`config.mk`:
```
export PLATFORM = sky130hd
export DESIGN_NAME = mux21_a
export DESIGN_NICKNAME = d
export VERILOG_FILES = /design/src/rtl/mux21_pkg.sv /design/src/rtl/mux21_core.sv /design/src/rtl/mux21_a.sv
export SDC_FILE = /design/constraint.sdc
export NUM_CORES = 1
export LEC_CHECK = 0
export ABC_AREA = 1
export CORE_MARGIN = 3
export CORE_UTILIZATION = 47
export CTS_BUF_LIST = sky130_fd_sc_hd__clkbuf_2
export DETAILED_ROUTE_END_ITERATION = 16
export PLACE_DENSITY = 0.75
export SLEW_MARGIN = 20
export SYNTH_ARGS = -nofsm -noshare
export SYNTH_HDL_FRONTEND = slang
export SYNTH_SLANG_ARGS = --single-unit
```
`constraint.sdc`:
```
create_clock -name clk -period 1.44 [get_ports clk]
set_input_delay 0.36 -clock clk [delete_from_list [all_inputs] [get_ports clk]]
set_output_delay 0.36 -clock clk [all_outputs]
set_load 0.02 [all_outputs]
```
`src/rtl/mux21_pkg.sv`:
```
// Shared defaults for the mux21 block family.
package mux21_pkg;

  localparam int unsigned MUX21_WIDTH_DEF = 1;
  localparam int unsigned MUX21_CNT_W_DEF = 16;

endpackage : mux21_pkg

```
`src/rtl/mux21_core.sv`:
```
// Purely combinational 2:1 select: s=0 routes a, s=1 routes b.
module mux21_core
  import mux21_pkg::*;
#(
  parameter int unsigned WIDTH = MUX21_WIDTH_DEF
) (
  input  logic             s,
  input  logic [WIDTH-1:0] a,
  input  logic [WIDTH-1:0] b,
  output logic [WIDTH-1:0] y
);

  always_comb begin
    y = a;
    if (s) y = b;
  end

endmodule : mux21_core

```
`src/rtl/mux21_a.sv`:
```
// 2:1 mux with a registered copy of its output and a saturating count of select transitions.
module mux21_a
  import mux21_pkg::*;
#(
  parameter int unsigned WIDTH = MUX21_WIDTH_DEF,
  parameter int unsigned CNT_W = MUX21_CNT_W_DEF
) (
  input  logic             clk,
  input  logic             rst_n,
  input  logic             s,
  input  logic [WIDTH-1:0] a,
  input  logic [WIDTH-1:0] b,
  output logic [WIDTH-1:0] y,
  output logic [WIDTH-1:0] y_q,
  output logic [CNT_W-1:0] sw_cnt
);

  localparam logic [CNT_W-1:0] CNT_MAX = '1;

  logic             s_q;
  logic [CNT_W-1:0] sw_cnt_nxt;

  mux21_core #(
    .WIDTH (WIDTH)
  ) u_core (
    .s (s),
    .a (a),
    .b (b),
    .y (y)
  );

  // Only a difference visible at the edge counts; the counter sticks at all-ones.
  always_comb begin
    sw_cnt_nxt = sw_cnt;
    if ((s != s_q) && (sw_cnt != CNT_MAX)) begin
      sw_cnt_nxt = sw_cnt + CNT_W'(1);
    end
  end

  always_ff @(posedge clk or negedge rst_n) begin
    if (!rst_n) begin
      y_q    <= '0;
      s_q    <= 1'b0;
      sw_cnt <= '0;
    end else begin
      y_q    <= y;
      s_q    <= s;
      sw_cnt <= sw_cnt_nxt;
    end
  end

endmodule : mux21_a

```
[Yosys cells after proc, flatten, opt, wreduce, memory -nomap -nowiden]
Index checks and enable logic that the tools add are counted.
Operators by class
  add/subtract/negate cells: 1
  equality and inequality tests: 2
  multiplexer cells: 1
  reductions and logical operators: 1
Operator list (number)
  16-bit by 1-bit adder with 16-bit output, second input constant: 1
  16-bit inequality test, second input constant: 1
  1-bit logical AND: 1
  1-bit 2-to-1 mux: 1
  1-bit inequality test: 1
Storage, ports and cells
  bits in registers: 18
  bits of input ports: 5
  output and inout port bits: 18
  logic and storage cells: 8

[Depth between registers and ports, before layout]
  depth after elaboration: 2
  gate-level depth with buffers: 10
  gate-level depth less buffers: 9

[Modules after synthesis]
From an unflattened synthesis, not the netlist that was laid out.
Unflattened totals
  cells, all modules: 155
  area, all modules: 1058.5 um^2
Modules (own cells, without submodules)
  mux21_a: instances 1, cells each 151, area an instance 1043.5 um^2, seq. area each 450.4 um^2
  mux21_core: instances 1, cells each 4, area an instance 15.0 um^2, seq. area each 0.0 um^2

[Worst setup path before layout]
No wires, ideal clock.
  path type: register to register
  from: register sw_cnt[0]
  to: register sw_cnt[3]
  library setup time: 0.119 ns
  arrival: 1.398 ns
  data required time: 1.321 ns
  slack: -0.077 ns
  cell stages (with the launch flop): 10
  path buffers: 1
  period minus slack after synthesis: 1.517 ns
  cell sequence: dfrtp_1 ha_1 nand2_1 nor2_1 nand2_1 nor2_1 nor2_1 buf_6 nand2_1 o21ai_2
Between the ends
  word-level cells in the longest chain between the ends: 2
  elaborated cells between the ends (all ways): 3
  classes of those cells: add/sub: 1; eq/ne: 1; reduce/logical: 1
Ends and longest elaborated chain
  from (decl): line mux21_a.sv:15  | output logic [CNT_W-1:0] sw_cnt
  from (signal assigned): line mux21_a.sv:48  | sw_cnt <= sw_cnt_nxt;
  branches (longest 2 deep; another with 16-bit by 1-bit adder with 16-bit output)
Several ways; the timed one is not identified.
A chain may end at the register's enable or synchronous reset.

[Final worst setup path]
  from: register sw_cnt[8]
  to: output port sw_cnt[8]
No word-level cell between the ends.

==> flow_metrics.tcl <==
set metrics [dict create \
    run_status "complete, no violations" \
    yosysTopAreaCell "sky130_fd_sc_hd__dfrtp_1" \
    numCtsBuffers 3 \
    postRouteAntennaNets 0 \
    path_buf_inv 1 \
    dpl_cell_area_um2 1490 \
    worst_skew_late_latency_ps 320 \
    mostFrequentLayoutCells "sky130_fd_sc_hd__nand2_1 (59), sky130_fd_sc_hd__buf_4 (28), sky130_fd_sc_hd__inv_1 (20)" \
    gp_congestion 0.852 \
    final_net_count 222 \
    internal_power_uw 938 \
    core_um2 2100 \
    tightestPinTransition_ps 263 \
    vias 1233 \
    io_pins 23 \
    startpoint_class_of_the_critical_path "flop" \
    cellLeakagePower_nw 0.858 \
    sequentialPowerShare_pct 42.1 \
    start_util_pct 53.0 \
    grt_pass1_wl_mm 4.86 \
    io_buffers 22 \
    routedWlPerCell_um 13.0 \
    synthDistinctLibCells 18 \
    number_of_global_route_vias_before_repair 1208 \
    cts_num_sinks 18 \
    drt_first_pass_iters 5 \
    mappedNetlistArea_um2 1110 \
    grt_setup_unrepaired "true" \
    reg2reg_from "sw_cnt[0]" \
    routed_wl_mm 3.14 \
    final_util_pct 78.0 \
    viasPerCell 5.10 \
    synth_top_area_share_pct 40.4 \
    ys_seq_area_share_pct 40.4 \
    fillCellCount 161 \
    cap_viol_max_count 0 \
    clk_pwr_share_pct 15.5 \
    worst_slew_margin_rel_pct 82.4 \
    yosys_warnings 0 \
    timing.rr.end "sw_cnt[11]" \
    critical_path.slowest_cell "sky130_fd_sc_hd__dfrtp_2" \
    drive_gt1_share_pct 34.4 \
    largest_net_degree_at_the_start_of_global_routing 19 \
    vdd_ir_drop_max_mv 0.725 \
    synth_seq_cells 18 \
    detailedRoute.firstIterationViolations 18 \
    reg2reg_depth 9 \
    skew_ps 12.8 \
    reg2reg_setup_slack_ps 60 \
    clock_tree_root_driver_cell "sky130_fd_sc_hd__clkbuf_2" \
    max_stage_delay_ps 480 \
    maximum_fanout_along_the_worst_path 4 \
    power_density_over_the_cells_nw_per_um2 917 \
    number_of_cell_rows 16 \
    cts.htree.levels 1 \
    min-delay-path-class "in2reg" \
    power.combinational.fraction_pct 42.5 \
    final.period_utilization_pct 97.7 \
    finalPower_mw 1.50 \
    maximum_buffer_depth_of_the_clock_tree 2 \
    worstPathArrival_ps 1050 \
    period_minus_slack_ps 1410 \
    timing.final.hold_violations 0 \
    dp.final_hpwl_mm 2.06 \
    die_h_um 54.7 \
    worstSetupStartpoint "sw_cnt[8]" \
    achievable_frequency_mhz 711 \
    path_cells "clkdlybuf4s15_2" \
    cp_top_family "flip-flops" \
    die_area_um2 2990 \
    gr-total-overflow 0 \
    synth.net_count 166 \
    worst_path_clk_slew_ps 190 \
    critical_path_destination "sw_cnt[8]" \
    crit_cells 1 \
    sw_frac_of_total_pct 37.7 \
    floorplan.die.width_um 54.7 \
    switching_power_uw 567 \
    antenna-diode-count 0 \
    summed_area_of_non_filler_cells_in_the_final_layout_um2 1640 \
    tritoncts "built" \
    post_synth_main_area_contributors "sky130_fd_sc_hd__dfrtp_1 (40%), sky130_fd_sc_hd__nand2_1 (22%), sky130_fd_sc_hd__inv_1 (6.7%), sky130_fd_sc_hd__nor2_1 (5.4%), sky130_fd_sc_hd__nand3_1 (4.9%)" \
    timing.final.setup_violations 0 \
    synthToLayoutAreaGrowth_pct 47.3 \
    worst-endpoint-required_ps 1080 \
    drcViolationCount 0 \
    grt_antenna_before_repair 0 \
    postSynthAreaPerCell_um2 6.96 \
    grt_usage_pct 22.6 \
    worstSetupEndpointType "output port" \
    timing_max_transition_violations_final 0 \
    post_synth_inst_count 160 \
    timing.setup.critical_path_class "reg2out" \
    layout_commonest_cell "sky130_fd_sc_hd__nand2_1" \
    cts_hold_buf 0 \
]
## metal layers
layer	global-route usage, %	wire length (µm)	part of all wire (%)	vias up
li1	-	-	-	604
met1	26.4	1280	41	578
met2	41.7	1680	54	42
met3	2.45	111	3.5	9
met4	8.30	61	1.9	0
met5	0	0	0	-
## what timing repair did
item,CTS,global route
gates resized for setup,31,49
hold endpoints to repair,0,0
pin swaps,0,5
setup endpoints to repair,21,32
buffers inserted,8,4
gates cloned,0,1
## through the flow
stage / instances / hold slack [ps] / TNS [ps] / setup slack (ps)
detailed placement: 225 / 513 / -5140 / -550
global route: 242 / 293 / -283 / -41.6
CTS: 237 / 349 / -118 / -118
finish: 242 / 290 / 0 / 33.7
floorplan: 160 / 64.4 / 0 / 19.6
global placement: 225 / 507 / -4320 / -497
## Yosys cell counts
master / n
sky130_fd_sc_hd__ha_1: 1
sky130_fd_sc_hd__clkinv_2: 1
sky130_fd_sc_hd__nand3_1: 11
sky130_fd_sc_hd__nor2_1: 16
sky130_fd_sc_hd__xnor2_1: 5
sky130_fd_sc_hd__inv_2: 1
sky130_fd_sc_hd__dfrtp_1: 18
sky130_fd_sc_hd__nand4_1: 7
sky130_fd_sc_hd__nand2_2: 2
sky130_fd_sc_hd__nand2_1: 66
sky130_fd_sc_hd__nand2_4: 2
sky130_fd_sc_hd__xor2_1: 1
sky130_fd_sc_hd__inv_1: 20
sky130_fd_sc_hd__o21ai_1: 3
sky130_fd_sc_hd__nor2_4: 1
sky130_fd_sc_hd__nor2_2: 1
sky130_fd_sc_hd__o21ai_2: 2
sky130_fd_sc_hd__buf_6: 2
## power groups by stage
stage | clock network, mW | logic [mW] | registers, mW
CTS | 0.234 | 0.627 | 0.623
global placement | 0 | 0.558 | 0.656
detailed placement | 0 | 0.575 | 0.660
finish | 0.233 | 0.639 | 0.633
floorplan | 0 | 0.194 | 0.743
global route | 0.253 | 0.715 | 0.644
## area by class of cell
class | instances | area (µm²) | area share, %
multi-input cells | 118 | 623 | 38.0
flip-flops and latches | 18 | 455 | 27.8
repair buffers | 53 | 425 | 25.9
inverters | 22 | 83.8 | 5.11
well taps | 27 | 33.8 | 2.06
clock buffers | 3 | 15.0 | 0.915
clock inverters | 1 | 3.75 | 0.229
## kinds of logic after synthesis
family | Yosys count | share of synthesized area, %
AO/OA/AOI/OAI | 5 | 2.92
buffers and inverters | 24 | 9.55
flip-flops | 18 | 40.4
AND/OR/NAND/NOR | 106 | 41.2
adder cells (fa/ha/maj) | 1 | 1.12
XOR/XNOR | 6 | 4.72
## registers in the layout, indices dropped and copies added (netlist names)
| name | flops |
|---|---|
| s_q | 1 |
| y_q | 1 |
| sw_cnt | 16 |
## worst min-delay path by stage
stage,startpoint,endpoint,depth (start not counted)
after floorplan,rst_n,s_q,0
after global routing,a,y_q,3
final,a,y_q,3
after global placement,sw_cnt[15],sw_cnt[15],2
after detailed placement,sw_cnt[15],sw_cnt[15],2
after CTS,rst_n,s_q,2
No activity file was read; power rests on OpenSTA's default activity.
